### src/rtl/fp_pkg.sv
// Shared FP arithmetic definitions: biases, exponent limits, FSM states,
// rounding-mode encodings and special-case classes.
package fp_pkg;
    localparam int          SP_BIAS    = 127;
    localparam int          HP_BIAS    = 15;
    localparam logic [7:0]  SP_EXP_MAX = 8'hFF;
    localparam logic [4:0]  HP_EXP_MAX = 5'h1F;
    localparam logic [22:0] QNAN_MANT  = 23'h400000;

    typedef enum logic [1:0] {ST_IDLE, ST_DIV, ST_PACK} fsm_state_t;

    typedef enum logic {RND_TRUNC = 1'b0, RND_RNE = 1'b1} rnd_mode_t;

    typedef enum logic [2:0] {SPC_NONE, SPC_DBZ, SPC_NAN, SPC_ZERO, SPC_INF} spc_kind_t;
endpackage

### src/rtl/fp_round_pack.sv
// Combinational normalize / round / range-check / flag stage for a 26-bit
// quotient (bit 25 = 2^0) with SP-biased exponent; HP mode rounds at frac bit 13.
module fp_round_pack
    import fp_pkg::*;
#(
    parameter int SP_BIAS = fp_pkg::SP_BIAS,
    parameter int HP_BIAS = fp_pkg::HP_BIAS
) (
    input  logic              i_mode_fp,
    input  logic              i_round_mode,
    input  logic [25:0]       i_q,
    input  logic              i_rem_nz,
    input  logic signed [9:0] i_exp,
    output logic [7:0]        o_exp,
    output logic [22:0]       o_mant,
    output logic              o_overflow,
    output logic              o_underflow,
    output logic              o_inexact
);
    localparam logic signed [9:0] HP_OFS = 10'(SP_BIAS - HP_BIAS);
    localparam logic signed [9:0] SP_TOP = $signed({2'b00, SP_EXP_MAX});
    localparam logic signed [9:0] HP_TOP = $signed({5'b00000, HP_EXP_MAX});

    function automatic logic round_up(input logic rnd, input logic g,
                                      input logic s, input logic lsb);
        return (rnd == RND_RNE) && g && (s || lsb);
    endfunction

    logic [22:0]       w_frac;
    logic              w_guard;
    logic              w_sticky;
    logic              w_lsb;
    logic              w_up;
    logic [23:0]       w_inc;
    logic [23:0]       w_sum;
    logic signed [9:0] w_exp_n;
    logic signed [9:0] w_exp_r;
    logic signed [9:0] w_hp;
    logic              w_ovf;
    logic              w_unf;

    always_comb begin
        w_frac   = i_q[23:1];
        w_guard  = i_q[0];
        w_sticky = i_rem_nz;
        w_exp_n  = i_exp - 10'sd1;
        if (i_q[25]) begin
            w_frac   = i_q[24:2];
            w_guard  = i_q[1];
            w_sticky = i_q[0] | i_rem_nz;
            w_exp_n  = i_exp;
        end

        w_lsb = w_frac[0];
        w_inc = 24'd1;
        if (!i_mode_fp) begin
            // Move the rounding point down to the 10-bit HP fraction.
            w_sticky     = w_sticky | w_guard | (|w_frac[11:0]);
            w_guard      = w_frac[12];
            w_lsb        = w_frac[13];
            w_frac[12:0] = '0;
            w_inc        = 24'h002000;
        end

        w_up    = round_up(i_round_mode, w_guard, w_sticky, w_lsb);
        w_sum   = {1'b0, w_frac} + (w_up ? w_inc : 24'd0);
        w_exp_r = w_sum[23] ? (w_exp_n + 10'sd1) : w_exp_n;
        w_hp    = w_exp_r - HP_OFS;

        if (i_mode_fp) begin
            w_unf = (w_exp_r <= 10'sd0);
            w_ovf = (w_exp_r >= SP_TOP);
        end else begin
            w_unf = (w_hp <= 10'sd0);
            w_ovf = (w_hp >= HP_TOP);
        end

        // On carry-out the fraction bits of w_sum are already zero.
        o_exp  = w_exp_r[7:0];
        o_mant = w_sum[22:0];
        if (w_ovf) begin
            o_exp  = SP_EXP_MAX;
            o_mant = '0;
        end else if (w_unf) begin
            o_exp  = '0;
            o_mant = '0;
        end
        o_overflow  = w_ovf;
        o_underflow = w_unf && !w_ovf;
        o_inexact   = w_guard | w_sticky | w_ovf | w_unf;
    end
endmodule

### src/rtl/fp_divider.sv
// Iterative FP divider: restoring radix-2 mantissa division, one quotient bit
// per cycle, followed by a single round/pack cycle with start/busy/done handshake.
module fp_divider
    import fp_pkg::*;
#(
    parameter int ITER    = 26,
    parameter int SP_BIAS = fp_pkg::SP_BIAS,
    parameter int HP_BIAS = fp_pkg::HP_BIAS
) (
    input  logic        clk,
    input  logic        rst,
    input  logic        start,
    input  logic        mode_fp,
    input  logic        round_mode,
    input  logic        sign_a,
    input  logic        sign_b,
    input  logic [7:0]  exp_a,
    input  logic [7:0]  exp_b,
    input  logic [22:0] mant_a,
    input  logic [22:0] mant_b,
    output logic        busy,
    output logic        done,
    output logic        result_sign,
    output logic [7:0]  result_exp,
    output logic [22:0] result_mant,
    output logic        overflow,
    output logic        underflow,
    output logic        inexact,
    output logic        div_by_zero
);
    localparam int CW = $clog2(ITER);
    localparam logic signed [9:0] BIAS10 = 10'(SP_BIAS);

    fsm_state_t        r_state;
    spc_kind_t         r_spec;
    logic [CW-1:0]     r_cnt;
    logic              r_mode;
    logic              r_rnd;
    logic              r_sign;
    logic [23:0]       r_divisor;
    logic [24:0]       r_rem;
    logic [ITER-1:0]   r_q;
    logic signed [9:0] r_exp_diff;
    logic              r_busy;
    logic              r_done;
    logic              r_res_sign;
    logic [7:0]        r_res_exp;
    logic [22:0]       r_res_mant;
    logic              r_ovf;
    logic              r_unf;
    logic              r_inx;
    logic              r_dbz;

    spc_kind_t         w_spec;
    logic signed [9:0] w_exp_diff;
    logic [25:0]       w_trial;
    logic              w_qbit;
    logic [24:0]       w_rem_sel;
    logic [7:0]        w_rp_exp;
    logic [22:0]       w_rp_mant;
    logic              w_rp_ovf;
    logic              w_rp_unf;
    logic              w_rp_inx;

    always_comb begin
        w_spec = SPC_NONE;
        if (((exp_a == 8'd0) && (exp_b == 8'd0)) ||
            ((exp_a == SP_EXP_MAX) && (exp_b == SP_EXP_MAX)))
            w_spec = SPC_NAN;
        else if (exp_b == 8'd0)
            w_spec = SPC_DBZ;
        else if ((exp_a == 8'd0) || (exp_b == SP_EXP_MAX))
            w_spec = SPC_ZERO;
        else if (exp_a == SP_EXP_MAX)
            w_spec = SPC_INF;
    end

    assign w_exp_diff = $signed({2'b00, exp_a}) - $signed({2'b00, exp_b}) + BIAS10;

    // Restoring step: subtract when the partial remainder covers the divisor.
    assign w_trial   = {1'b0, r_rem} - {2'b00, r_divisor};
    assign w_qbit    = ~w_trial[25];
    assign w_rem_sel = w_qbit ? w_trial[24:0] : r_rem;

    fp_round_pack #(
        .SP_BIAS(SP_BIAS),
        .HP_BIAS(HP_BIAS)
    ) u_round_pack (
        .i_mode_fp   (r_mode),
        .i_round_mode(r_rnd),
        .i_q         (r_q),
        .i_rem_nz    (|r_rem),
        .i_exp       (r_exp_diff),
        .o_exp       (w_rp_exp),
        .o_mant      (w_rp_mant),
        .o_overflow  (w_rp_ovf),
        .o_underflow (w_rp_unf),
        .o_inexact   (w_rp_inx)
    );

    always_ff @(posedge clk or posedge rst) begin
        if (rst) begin
            r_state    <= ST_IDLE;
            r_spec     <= SPC_NONE;
            r_cnt      <= '0;
            r_mode     <= 1'b0;
            r_rnd      <= 1'b0;
            r_sign     <= 1'b0;
            r_divisor  <= '0;
            r_rem      <= '0;
            r_q        <= '0;
            r_exp_diff <= '0;
            r_busy     <= 1'b0;
            r_done     <= 1'b0;
            r_res_sign <= 1'b0;
            r_res_exp  <= '0;
            r_res_mant <= '0;
            r_ovf      <= 1'b0;
            r_unf      <= 1'b0;
            r_inx      <= 1'b0;
            r_dbz      <= 1'b0;
        end else begin
            r_done <= 1'b0;
            case (r_state)
                ST_IDLE: begin
                    if (start) begin
                        r_spec     <= w_spec;
                        r_mode     <= mode_fp;
                        r_rnd      <= round_mode;
                        r_sign     <= sign_a ^ sign_b;
                        r_divisor  <= {1'b1, mant_b};
                        r_rem      <= {2'b01, mant_a};
                        r_q        <= '0;
                        r_cnt      <= '0;
                        r_exp_diff <= w_exp_diff;
                        r_busy     <= 1'b1;
                        r_state    <= (w_spec == SPC_NONE) ? ST_DIV : ST_PACK;
                    end
                end
                ST_DIV: begin
                    r_rem <= w_rem_sel << 1;
                    r_q   <= {r_q[ITER-2:0], w_qbit};
                    r_cnt <= r_cnt + 1'b1;
                    if (r_cnt == CW'(ITER - 1))
                        r_state <= ST_PACK;
                end
                ST_PACK: begin
                    r_res_sign <= r_sign;
                    r_res_exp  <= SP_EXP_MAX;
                    r_res_mant <= '0;
                    r_ovf      <= 1'b0;
                    r_unf      <= 1'b0;
                    r_inx      <= 1'b0;
                    r_dbz      <= 1'b0;
                    case (r_spec)
                        SPC_DBZ:  r_dbz      <= 1'b1;
                        SPC_NAN:  r_res_mant <= QNAN_MANT;
                        SPC_ZERO: r_res_exp  <= '0;
                        SPC_INF:  r_res_exp  <= SP_EXP_MAX;
                        default: begin
                            r_res_exp  <= w_rp_exp;
                            r_res_mant <= w_rp_mant;
                            r_ovf      <= w_rp_ovf;
                            r_unf      <= w_rp_unf;
                            r_inx      <= w_rp_inx;
                        end
                    endcase
                    r_done  <= 1'b1;
                    r_busy  <= 1'b0;
                    r_state <= ST_IDLE;
                end
                default: r_state <= ST_IDLE;
            endcase
        end
    end

    assign busy        = r_busy;
    assign done        = r_done;
    assign result_sign = r_res_sign;
    assign result_exp  = r_res_exp;
    assign result_mant = r_res_mant;
    assign overflow    = r_ovf;
    assign underflow   = r_unf;
    assign inexact     = r_inx;
    assign div_by_zero = r_dbz;
endmodule
### config.mk
export PLATFORM = sky130hd
export DESIGN_NAME = fp_divider
export DESIGN_NICKNAME = d
export VERILOG_FILES = /design/src/rtl/fp_pkg.sv /design/src/rtl/fp_round_pack.sv /design/src/rtl/fp_divider.sv
export SDC_FILE = /design/constraint.sdc
export NUM_CORES = 1
export LEC_CHECK = 0
export BUFFER_PORTS_ARGS = -buffer_cell sky130_fd_sc_hd__clkbuf_2
export CELL_PAD_IN_SITES_DETAIL_PLACEMENT = 1
export CELL_PAD_IN_SITES_GLOBAL_PLACEMENT = 1
export CORE_UTILIZATION = 48
export DETAILED_ROUTE_END_ITERATION = 10
export GPL_ROUTABILITY_DRIVEN = 0
export HOLD_SLACK_MARGIN = 0.15
export PLACE_DENSITY_LB_ADDON = 0.05
export SETUP_SLACK_MARGIN = 0.05
export SLEW_MARGIN = 20
export SYNTH_ARGS = -nofsm -noshare
export SYNTH_HDL_FRONTEND = slang
export SYNTH_HIERARCHICAL = 1
export SYNTH_SLANG_ARGS = --single-unit
### constraint.sdc
create_clock -name clk -period 8.92 [get_ports clk]
set_clock_uncertainty 0.05 [all_clocks]
set_input_delay 0 -clock clk [delete_from_list [all_inputs] [get_ports clk]]
set_output_delay 0 -clock clk [all_outputs]
set_load 0.02 [all_outputs]
==> results of run 1 <==
==> registers in the layout, summed over array words and instances (netlist names), 2 cells and up <==
signal       cells
r_cnt            5
r_divisor       24
result_mant     23
result_exp       8
r_state          2
r_rem           25
r_q             26
r_spec           3
r_exp_diff      10
==> per-layer routing <==
metal  wire (um)  vias to the layer above
met5           0                        -
met2       14680                      266
li1            -                     4350
met4        1055                        0
met3        1010                       88
met1       13300                     4611
==> worst max-delay path by stage <==
stage / to / from / cells after the start / slack, ps
6_report: result_exp[1]$_DFFE_PP0P_ / r_q[25]$_DFFE_PP0P_ / 22 / 2590
5_1_grt: result_exp[1]$_DFFE_PP0P_ / r_q[25]$_DFFE_PP0P_ / 22 / 2020
4_1_cts: result_exp[1]$_DFFE_PP0P_ / r_q[25]$_DFFE_PP0P_ / 22 / 2540
3_5_place_dp: result_exp[1]$_DFFE_PP0P_ / r_q[25]$_DFFE_PP0P_ / 23 / 2630
3_3_place_gp: result_exp[5]$_DFFE_PP0P_ / r_q[25]$_DFFE_PP0P_ / 22 / 2910
2_1_floorplan: result_mant[22]$_DFFE_PP0P_ / r_q[25]$_DFFE_PP0P_ / 24 / 3070
==> Yosys cell counts (24+ instances only) <==
library cell  number  area share
a21oi_1           67       0.035
a22o_1            51       0.046
clkbuf_1          42       0.016
dfrtp_1          136        0.35
ha_1              43       0.056
inv_1             59       0.023
mux2i_1           32       0.033
nand2_1          129       0.050
nand3_1           25       0.013
nor2_1            68       0.026
nor2b_1           24       0.016
o21ai_0          103       0.053
xnor2_1           43       0.039
xor2_1            28       0.025
==> through the flow <==
stage / cells / utilization
floorplan: 1115 / -
global placement: 1436 / 0.5284
detailed placement: 1436 / 0.5284
CTS: 1542 / 0.5967
global route: 1544 / 0.5986
finish: 1545 / 0.5987
==> cell families after synthesis <==
family / after synthesis / synth area share
XOR/XNOR: 71 / 0.06423
adder cells (fa/ha/maj): 45 / 0.05880
flip-flops: 136 / 0.3515
multiplexers: 41 / 0.04355
buffers and inverters: 119 / 0.05350
AO/OA/AOI/OAI: 340 / 0.2349
AND/OR/NAND/NOR: 363 / 0.1935
==> worst max-delay path: cells and delay by family, from the launching register on <==
| family | cells | cell delay, ps |
|---|---|---|
| adders and majority gates | 2 | 500 |
| buffers and inverters | 3 | 1120 |
| and+or+nand+nor | 8 | 1220 |
| DFF | 1 | 340 |
| AOI/OAI and AO/OA | 8 | 2640 |
| xor gates and xnor gates | 1 | 290 |
==> power groups by stage <==
| stage | combinational, mW | sequential (mW) | clock (mW) |
|---|---|---|---|
| 2_1_floorplan | 1.87 | 0.997 | 0 |
| 4_1_cts | 2.42 | 1.03 | 0.734 |
| 5_1_grt | 2.74 | 1.07 | 0.755 |
| 3_3_place_gp | 2.30 | 1.03 | 0 |
| 3_5_place_dp | 2.36 | 1.04 | 0 |
| 6_report | 2.50 | 1.04 | 0.722 |
==> area by class of cell <==
class / instances / area [um2] / area share
inverter: 59 / 226.5 / 0.01931
sequential: 136 / 3405 / 0.2903
timing repair buffer: 191 / 1374 / 0.1171
antenna: 2 / 5.005 / 0.0004267
tap: 265 / 331.6 / 0.02827
multi-input combinational: 860 / 5791 / 0.4937
clock inverter: 15 / 171.4 / 0.01461
clock buffer: 17 / 425.4 / 0.03627
==> impl_metrics.json, run 1 <==
{
  "status": "finished, final reports clean",
  "place_worst_setup_slack_ps": 2630,
  "met1_usage": 0.3724,
  "combPwrFrac": 0.586,
  "cp.required_ps": 9160,
  "routed_wl_um": 30050,
  "numCtsBuffers": 17,
  "syn_area_per_cell_um2": 8.683,
  "grt_pass1_vias": 9443,
  "synth_cell_types": 93,
  "grt_busiest_layer": "met2",
  "regToRegEndpoint": "result_exp[1]$_DFFE_PP0P_",
  "fillerInstances": 2354,
  "critPathArrivalTime_ps": 6570,
  "numClockSinks": 136,
  "dieArea_um2": 20740,
  "hold_class": "primary input to asynchronous set/reset pin",
  "power_density_nw_per_um2": 363.1,
  "clk_pin_slew_ps": 70,
  "ant_nets": 0,
  "vias": 9315,
  "final_common_cell": "dfrtp_1",
  "postCtsSetupBuffers": 0,
  "grtUsageMet2": 0.5131,
  "hold_viol": 0,
  "synth_edf_count": 0,
  "core-area_um2": 19590,
  "rows": 51,
  "yosysSeqAreaShare": 0.3515,
  "post_dp_cell_area_um2": 10350,
  "period_needed_ps": 6330,
  "path_cells": "buf_4, inv_1, nor2_1, nor2_1, nor3_1, ha_1, nand3_1, a2111oi_1, a41o_1, nand4_1, nor3_1, xor2_1, inv_1, ha_1, a211oi_1, nand2_1, a21oi_1, o21ai_0, nor2b_1, o21ai_0, o21ai_0, o21ai_0",
  "ys_warn_count": 6,
  "final_area_um2": 11730,
  "switchingPower_mw": 2.036,
  "worst_slack_ps": 2590,
  "min_period_over_period": 0.7097,
  "seq_power_share": 0.244,
  "holdWs_ps": 188.5,
  "portBuffers": 106,
  "tns_ps": 0,
  "drtIter0Drc": 415,
  "start_util": 0.4942,
  "drive_above_1_share": 0.1541,
  "tightestPinTransition_ps": 993.5,
  "syn_inst": 1115,
  "grt.total_usage": 0.3001,
  "ir_drop_mv": 0.2099,
  "clk_path_buf_depth": 2,
  "clockPowerShare": 0.169,
  "slew_headroom": 0.3360,
  "postSynth.asyncResetShare": 1.000,
  "die_w_um": 144.0,
  "p_sw_frac": 0.4782,
  "drc": 0,
  "setup_viol": 0,
  "synth_ff_type": "dfrtp_1",
  "dp_hpwl_um": 19340,
  "htreeDepth": 4,
  "cts_tree": "done",
  "syn_nets": 1228,
  "ios": 107,
  "rrSetupSlack_ps": 2590,
  "total_power_mw": 4.258,
  "grt_max_degree": 76,
  "drv_cap": 0,
  "power.internal_mw": 2.222,
  "grt_pass1_wl_um": 48580,
  "leakagePower_nw": 5.155,
  "crit_top_cell": "o21ai_0",
  "via_per_inst": 6.029,
  "use_met3": 0.04172,
  "dr.pass1.iters": 5,
  "final_cell_mix": "135 x dfrtp_1, 129 x nand2_1, 106 x clkbuf_2",
  "syn-cell-area_um2": 9682,
  "routedWlPerCell_um": 19.45,
  "grt_antenna_before_repair": 1,
  "crit_type": "register to register",
  "nets": 1378,
  "cts_hold_buf": 74,
  "overflow": 0,
  "synthToLayoutAreaGrowth_pct": 21.14,
  "clockRootBuffer": "clkbuf_16",
  "startpoint_type": "register",
  "crit-reg2reg-launch": "r_q[25]$_DFFE_PP0P_",
  "fmax_mhz": 158.0,
  "cpMaxStageDelayCell": "a2111oi_1",
  "ys_ff_latch": 136,
  "cpPeakStageDelay_ps": 910,
  "die-height_um": 144.0,
  "rsz0062_at_grt": "no",
  "end_kind": "register",
  "postCtsResizedCells": 0,
  "insertion_delay_ps": 430,
  "slew_violations": 0,
  "rr_worst_depth": 22,
  "cp_max_fo": 63
}
No activity file was read; power rests on OpenSTA's default activity.
==> run 2, diff against run 1 <==
- CORE_UTILIZATION: 48 -> 46
- clock period: 8.92 -> 5.96 ns (I/O delays scaled with it)
==> impl_metrics.json, run 2 (synthesized netlist as in run 1, its figures left out) <==
{
  "drc": 0,
  "insertion_delay_ps": 430,
  "dieArea_um2": 21630,
  "dr_wl_met2_um": 14720,
  "grt.total_usage": 0.2866,
  "routedWlPerCell_um": 19.31,
  "largest-register": "r_q",
  "met3WireLength_um": 1026,
  "power_density_nw_per_um2": 549.2,
  "rrSetupSlack_ps": 260,
  "numClockSinks": 136,
  "final_common_cell": "dfrtp_1",
  "final_cell_mix": "135 x dfrtp_1, 129 x nand2_1, 106 x clkbuf_2",
  "critPathArrivalTime_ps": 5960,
  "min_to": "r_rem[11]$_DFFE_PP0P_",
  "clockPowerShare": 0.179,
  "status": "finished, final reports clean",
  "via_per_inst": 5.884,
  "cts_tree": "done",
  "hp-start": "start",
  "numCtsBuffers": 17,
  "crit_type": "register to register",
  "fmax_mhz": 175.5,
  "dr.max_layer_used": "met4",
  "cp.required_ps": 6220,
  "rows": 52,
  "post_dp_cell_area_um2": 10380,
  "crit_family": "simple AND/OR/NAND/NOR gates",
  "final_area_um2": 11780,
  "regToRegEndpoint": "inexact$_DFFE_PP0P_",
  "clockRootBuffer": "clkbuf_16",
  "slew_violations": 0,
  "period_needed_ps": 5697,
  "grt_max_degree": 78,
  "worst_slack_ps": 263.0,
  "path_cells": "or4_1, nor4_1, nand4_1, a221oi_2, nor2b_1, nor4bb_1, ha_1, nand3_1, or4_4, a2111oi_4, mux2i_1, a211oi_1, mux2i_2, a31oi_1, or3_4, or3b_1, a22o_1",
  "grt_pass1_wl_um": 49590,
  "start_util": 0.4739,
  "htreeDepth": 4,
  "hold_viol": 0,
  "dr.pass1.iters": 4,
  "top_regs": "r_q: 26 flops, r_rem: 25 flops, r_divisor: 24 flops",
  "fillerInstances": 2443,
  "place_worst_setup_slack_ps": 2.518,
  "holdWs_ps": 164.5,
  "overflow": 0,
  "clk_pin_slew_ps": 60,
  "setup_viol": 0,
  "tightestPinTransition_ps": 893.4,
  "min_path_cells": 6,
  "cpMaxStageDelayCell": "or4_1",
  "p_sw_frac": 0.4654,
  "core-area_um2": 20430,
  "die_w_um": 147.1,
  "seq_power_share": 0.243,
  "crit-reg2reg-launch": "r_rem[19]$_DFFE_PP0P_",
  "n_antenna_cell": 0,
  "nets": 1378,
  "ir_drop_mv": 0.2761,
  "dp_hpwl_um": 19820,
  "grt_pass1_vias": 9566,
  "drive_above_1_share": 0.1588,
  "power.internal_mw": 3.458,
  "wl_met1_um": 13510,
  "worst-path-buf-inv": 0,
  "routed_wl_um": 29890,
  "combPwrFrac": 0.578,
  "die-height_um": 147.1,
  "synthToLayoutAreaGrowth_pct": 21.65,
  "portBuffers": 106,
  "min_period_over_period": 0.9559,
  "vias": 9109,
  "drtIter0Drc": 314,
  "rsz0062_at_grt": "yes",
  "clk_path_buf_depth": 2,
  "rr_worst_depth": 17,
  "cpPeakStageDelay_ps": 570,
  "startpoint_type": "register",
  "end_kind": "register",
  "hold_class": "primary input to register",
  "ios": 107,
  "switchingPower_mw": 3.010,
  "leakagePower_nw": 5.193,
  "grt_antenna_before_repair": 0,
  "finish.utilization": 0.5765,
  "drv_cap": 0,
  "cp_max_fo": 14,
  "slew_headroom": 0.4009,
  "ant_nets": 0,
  "largest_reg_flops": 26
}
## run 2: changes by cell type in the layout (fill, tap and decap cells not counted), moves of 2 or more
cell | previous run | this run
clkbuf_1 | 0 | 5
bufinv_16 | 2 | 4
buf_4 | 10 | 15
clkinv_4 | 5 | 1
clkinvlp_4 | 4 | 1
diode_2 | 2 | 0
clkbuf_8 | 0 | 4
dlygate4sd3_1 | 74 | 69
inv_6 | 4 | 1
## run 2: power groups by stage
stage	clock network (mW)	logic [mW]	registers [mW]
floorplan	0	2.80	1.49
global placement	0	3.46	1.55
detailed placement	0	3.53	1.57
CTS	1.17	3.62	1.56
global route	1.21	4.12	1.62
finish	1.15	3.74	1.57
## run 2: worst max-delay path by stage
stage	startpoint	end	cells after the start
detailed placement	r_rem[19]$_DFFE_PP0P_	result_exp[5]$_DFFE_PP0P_	23
finish	r_rem[19]$_DFFE_PP0P_	inexact$_DFFE_PP0P_	17
CTS	r_rem[19]$_DFFE_PP0P_	inexact$_DFFE_PP0P_	17
global route	r_rem[19]$_DFFE_PP0P_	result_exp[5]$_DFFE_PP0P_	23
floorplan	r_q[25]$_DFFE_PP0P_	result_mant[22]$_DFFE_PP0P_	24
global placement	r_rem[19]$_DFFE_PP0P_	result_exp[5]$_DFFE_PP0P_	22
## run 2: worst reg2reg max path: stages, from the launching register on
cell       delay [ps]
dfrtp_1           410
or4_1             570
nor4_1            310
nand4_1           240
a221oi_2          310
nor2b_1           180
nor4bb_1           60
ha_1              320
nand3_1           100
or4_4             550
a2111oi_4         400
mux2i_1           170
a211oi_1          320
mux2i_2           380
a31oi_1           160
or3_4             480
or3b_1            370
a22o_1            200
## run 2: metrics by stage
step	cells	TNS [ps]	power, mW
final	1548	0	6.469
after global routing	1548	-85.80	6.947
after CTS	1545	0	6.351
after detailed placement	1444	0	5.100
after global placement	1444	0	5.009
after floorplan	1115	0	4.288
## run 2: area by class of cell
cell class	count	area [um2]	area share
multi-input combinational	860	5819	0.4941
sequential	136	3405	0.2891
timing repair buffer	191	1354	0.1149
clock buffer	26	499.2	0.04239
tap	270	337.8	0.02868
inverter	59	226.5	0.01923
clock inverter	6	136.4	0.01158
## run 2: metal layers
layer,vias to the layer above,GRT usage
met5,-,0
met1,4516,0.3637
met2,200,0.4936
met3,54,0.04503
li1,4339,-
met4,0,0.09948
## run 2: what timing repair did
item	CTS	global route
hold buffers	69	0
endpoints found under the setup margin	5	15
gates resized for setup	1	5
pin swaps	0	1
buffers inserted	0	2
hold endpoints to repair	134	0
==> run 3, diff against run 2 <==
- RECOVER_POWER: not set -> 25
==> impl_metrics.json, run 3 (synthesized netlist as in run 1, its figures left out) <==
{
  "status": "finished with violations",
  "violations": "max-capacitance violations, max-slew violations",
  "cp.required_ps": 6220,
  "crit_type": "register to register",
  "htreeDepth": 4,
  "dp_hpwl_um": 19820,
  "nets": 1378,
  "min_path_cells": 6,
  "min_period_over_period": 0.9559,
  "rrSetupSlack_ps": 260,
  "period_needed_ps": 5697,
  "grtUsageMet2": 0.4936,
  "path_depth": 17,
  "grt.total_usage": 0.2866,
  "cpPeakStageDelay_ps": 570,
  "dr.pass1.iters": 4,
  "grt_pass1_vias": 9566,
  "insertion_delay_ps": 430,
  "ios": 107,
  "drv_cap": 1,
  "ir_drop_mv": 0.2764,
  "use_met3": 0.04503,
  "die-height_um": 147.1,
  "largest-register": "r_q",
  "grt_pass1_wl_um": 49590,
  "vias": 9107,
  "dieArea_um2": 21630,
  "rr_worst_depth": 17,
  "regToRegEndpoint": "inexact$_DFFE_PP0P_",
  "fmax_mhz": 175.5,
  "routedWlPerCell_um": 19.30,
  "rsz0062_at_grt": "yes",
  "setup_viol": 0,
  "critPathCapture": "inexact$_DFFE_PP0P_",
  "numClockSinks": 136,
  "total_power_mw": 6.469,
  "final_common_cell": "dfrtp_1",
  "clk_path_buf_depth": 2,
  "grt_max_degree": 78,
  "overflow": 0,
  "grt_antenna_before_repair": 0,
  "hold_class": "primary input to register",
  "portBuffers": 106,
  "path_cells": "or4_1, nor4_1, nand4_1, a221oi_2, nor2b_1, nor4bb_1, ha_1, nand3_1, or4_4, a2111oi_4, mux2i_1, a211oi_1, mux2i_2, a31oi_1, or3_4, or3b_1, a22o_1",
  "start_util": 0.4739,
  "startpoint": "r_rem[19]$_DFFE_PP0P_",
  "fillerInstances": 2443,
  "power_density_nw_per_um2": 549.5,
  "n_antenna_cell": 0,
  "clk_pin_slew_ps": 60,
  "slew_violations": 78,
  "synthToLayoutAreaGrowth_pct": 21.59,
  "top_regs": "r_q: 26 flops, r_rem: 25 flops, r_divisor: 24 flops",
  "slew_headroom": -1.276,
  "leakagePower_nw": 5.185,
  "instances_no_fill": 1548,
  "core-area_um2": 20430,
  "dpl.cell_count": 1444,
  "end_kind": "register",
  "numCtsBuffers": 17,
  "die_w_um": 147.1,
  "ant_nets": 0,
  "via_per_inst": 5.883,
  "rows": 52,
  "final_cell_mix": "135 x dfrtp_1, 129 x nand2_1, 105 x clkbuf_2",
  "cpMaxStageDelayCell": "or4_1",
  "ff_latch_area_um2": 3405,
  "critPathArrivalTime_ps": 5960,
  "drc": 0,
  "crit-reg2reg-launch": "r_rem[19]$_DFFE_PP0P_",
  "drtIter0Drc": 317,
  "cts_tree": "done",
  "largest_reg_flops": 26,
  "drive_above_1_share": 0.1581,
  "holdWs_ps": 164.4,
  "worst-path-buf-inv": 0,
  "tightestPinTransition_ps": 3396,
  "startpoint_type": "register",
  "cp_max_fo": 14,
  "multi_input_area_um2": 5819,
  "crit_family": "simple AND/OR/NAND/NOR gates",
  "routed_wl_um": 29880,
  "grt_busiest_layer": "met2",
  "clockRootBuffer": "clkbuf_16",
  "met1_usage": 0.3637,
  "hold_viol": 0
}
## run 3: final cells by class
| class | count | area share |
|---|---|---|
| multi-input cells | 860 | 0.4943 |
| repair buffers | 191 | 0.1149 |
| clock inverters | 6 | 0.01158 |
| clock buffers | 26 | 0.04241 |
| inverters | 59 | 0.01892 |
| well taps | 270 | 0.02870 |
| flip-flops and latches | 136 | 0.2892 |
## run 3: power breakdown
group / switching, mW / total (mW) / internal (mW) / leakage, nW
logic: 2.26 / 3.74 / 1.48 / 3.14
clock network: 0.408 / 1.16 / 0.747 / 0.305
registers: 0.345 / 1.57 / 1.23 / 1.74
total: 3.01 / 6.47 / 3.46 / 5.19
## run 3: how the worst min path moves through the flow
| stage | start | to | slack, ps |
|---|---|---|---|
| final | start | r_rem[11]$_DFFE_PP0P_ | 160 |
| after global routing | start | r_rem[11]$_DFFE_PP0P_ | 200 |
| after CTS | start | r_rem[14]$_DFFE_PP0P_ | 150 |
| after detailed placement | rst | r_divisor[2]$_DFFE_PP0P_ | 120 |
| after global placement | rst | r_divisor[2]$_DFFE_PP0P_ | 120 |
| after floorplan | mant_b[0] | r_divisor[0]$_DFFE_PP0P_ | 60 |
## run 3: stage by stage
step / util / setup TNS, ps / setup WS (ps) / area (um2)
global placement: 0.5081 / 0 / 246.5 / 10380
floorplan: - / 0 / 110.2 / 9682
finish: 0.5762 / 0 / 263.0 / 11770
CTS: 0.5732 / 0 / 107.6 / 11710
detailed placement: 0.5081 / 0 / 2.518 / 10380
global route: 0.5762 / -85.80 / -49.74 / 11770
## run 3: tightest hold or removal path, delay by kind of cell
| family | cells | cell delay [ps] |
|---|---|---|
| compound gates | 3 | 160 |
| buf+inv | 1 | 190 |
| simple gates | 2 | 250 |
## run 3: what timing repair did
item                       in CTS  in global routing
hold buffers                   69                  0
gates resized for setup         1                  5
setup endpoints to repair       5                 15
hold endpoints to repair      134                  0
setup buffers                   0                  2
pin swaps                       0                  1
## run 3: per-layer routing
layer	wire, um	up-vias
li1	-	4339
met1	13500	4516
met2	14720	198
met3	1022	54
met4	635	0
met5	0	-
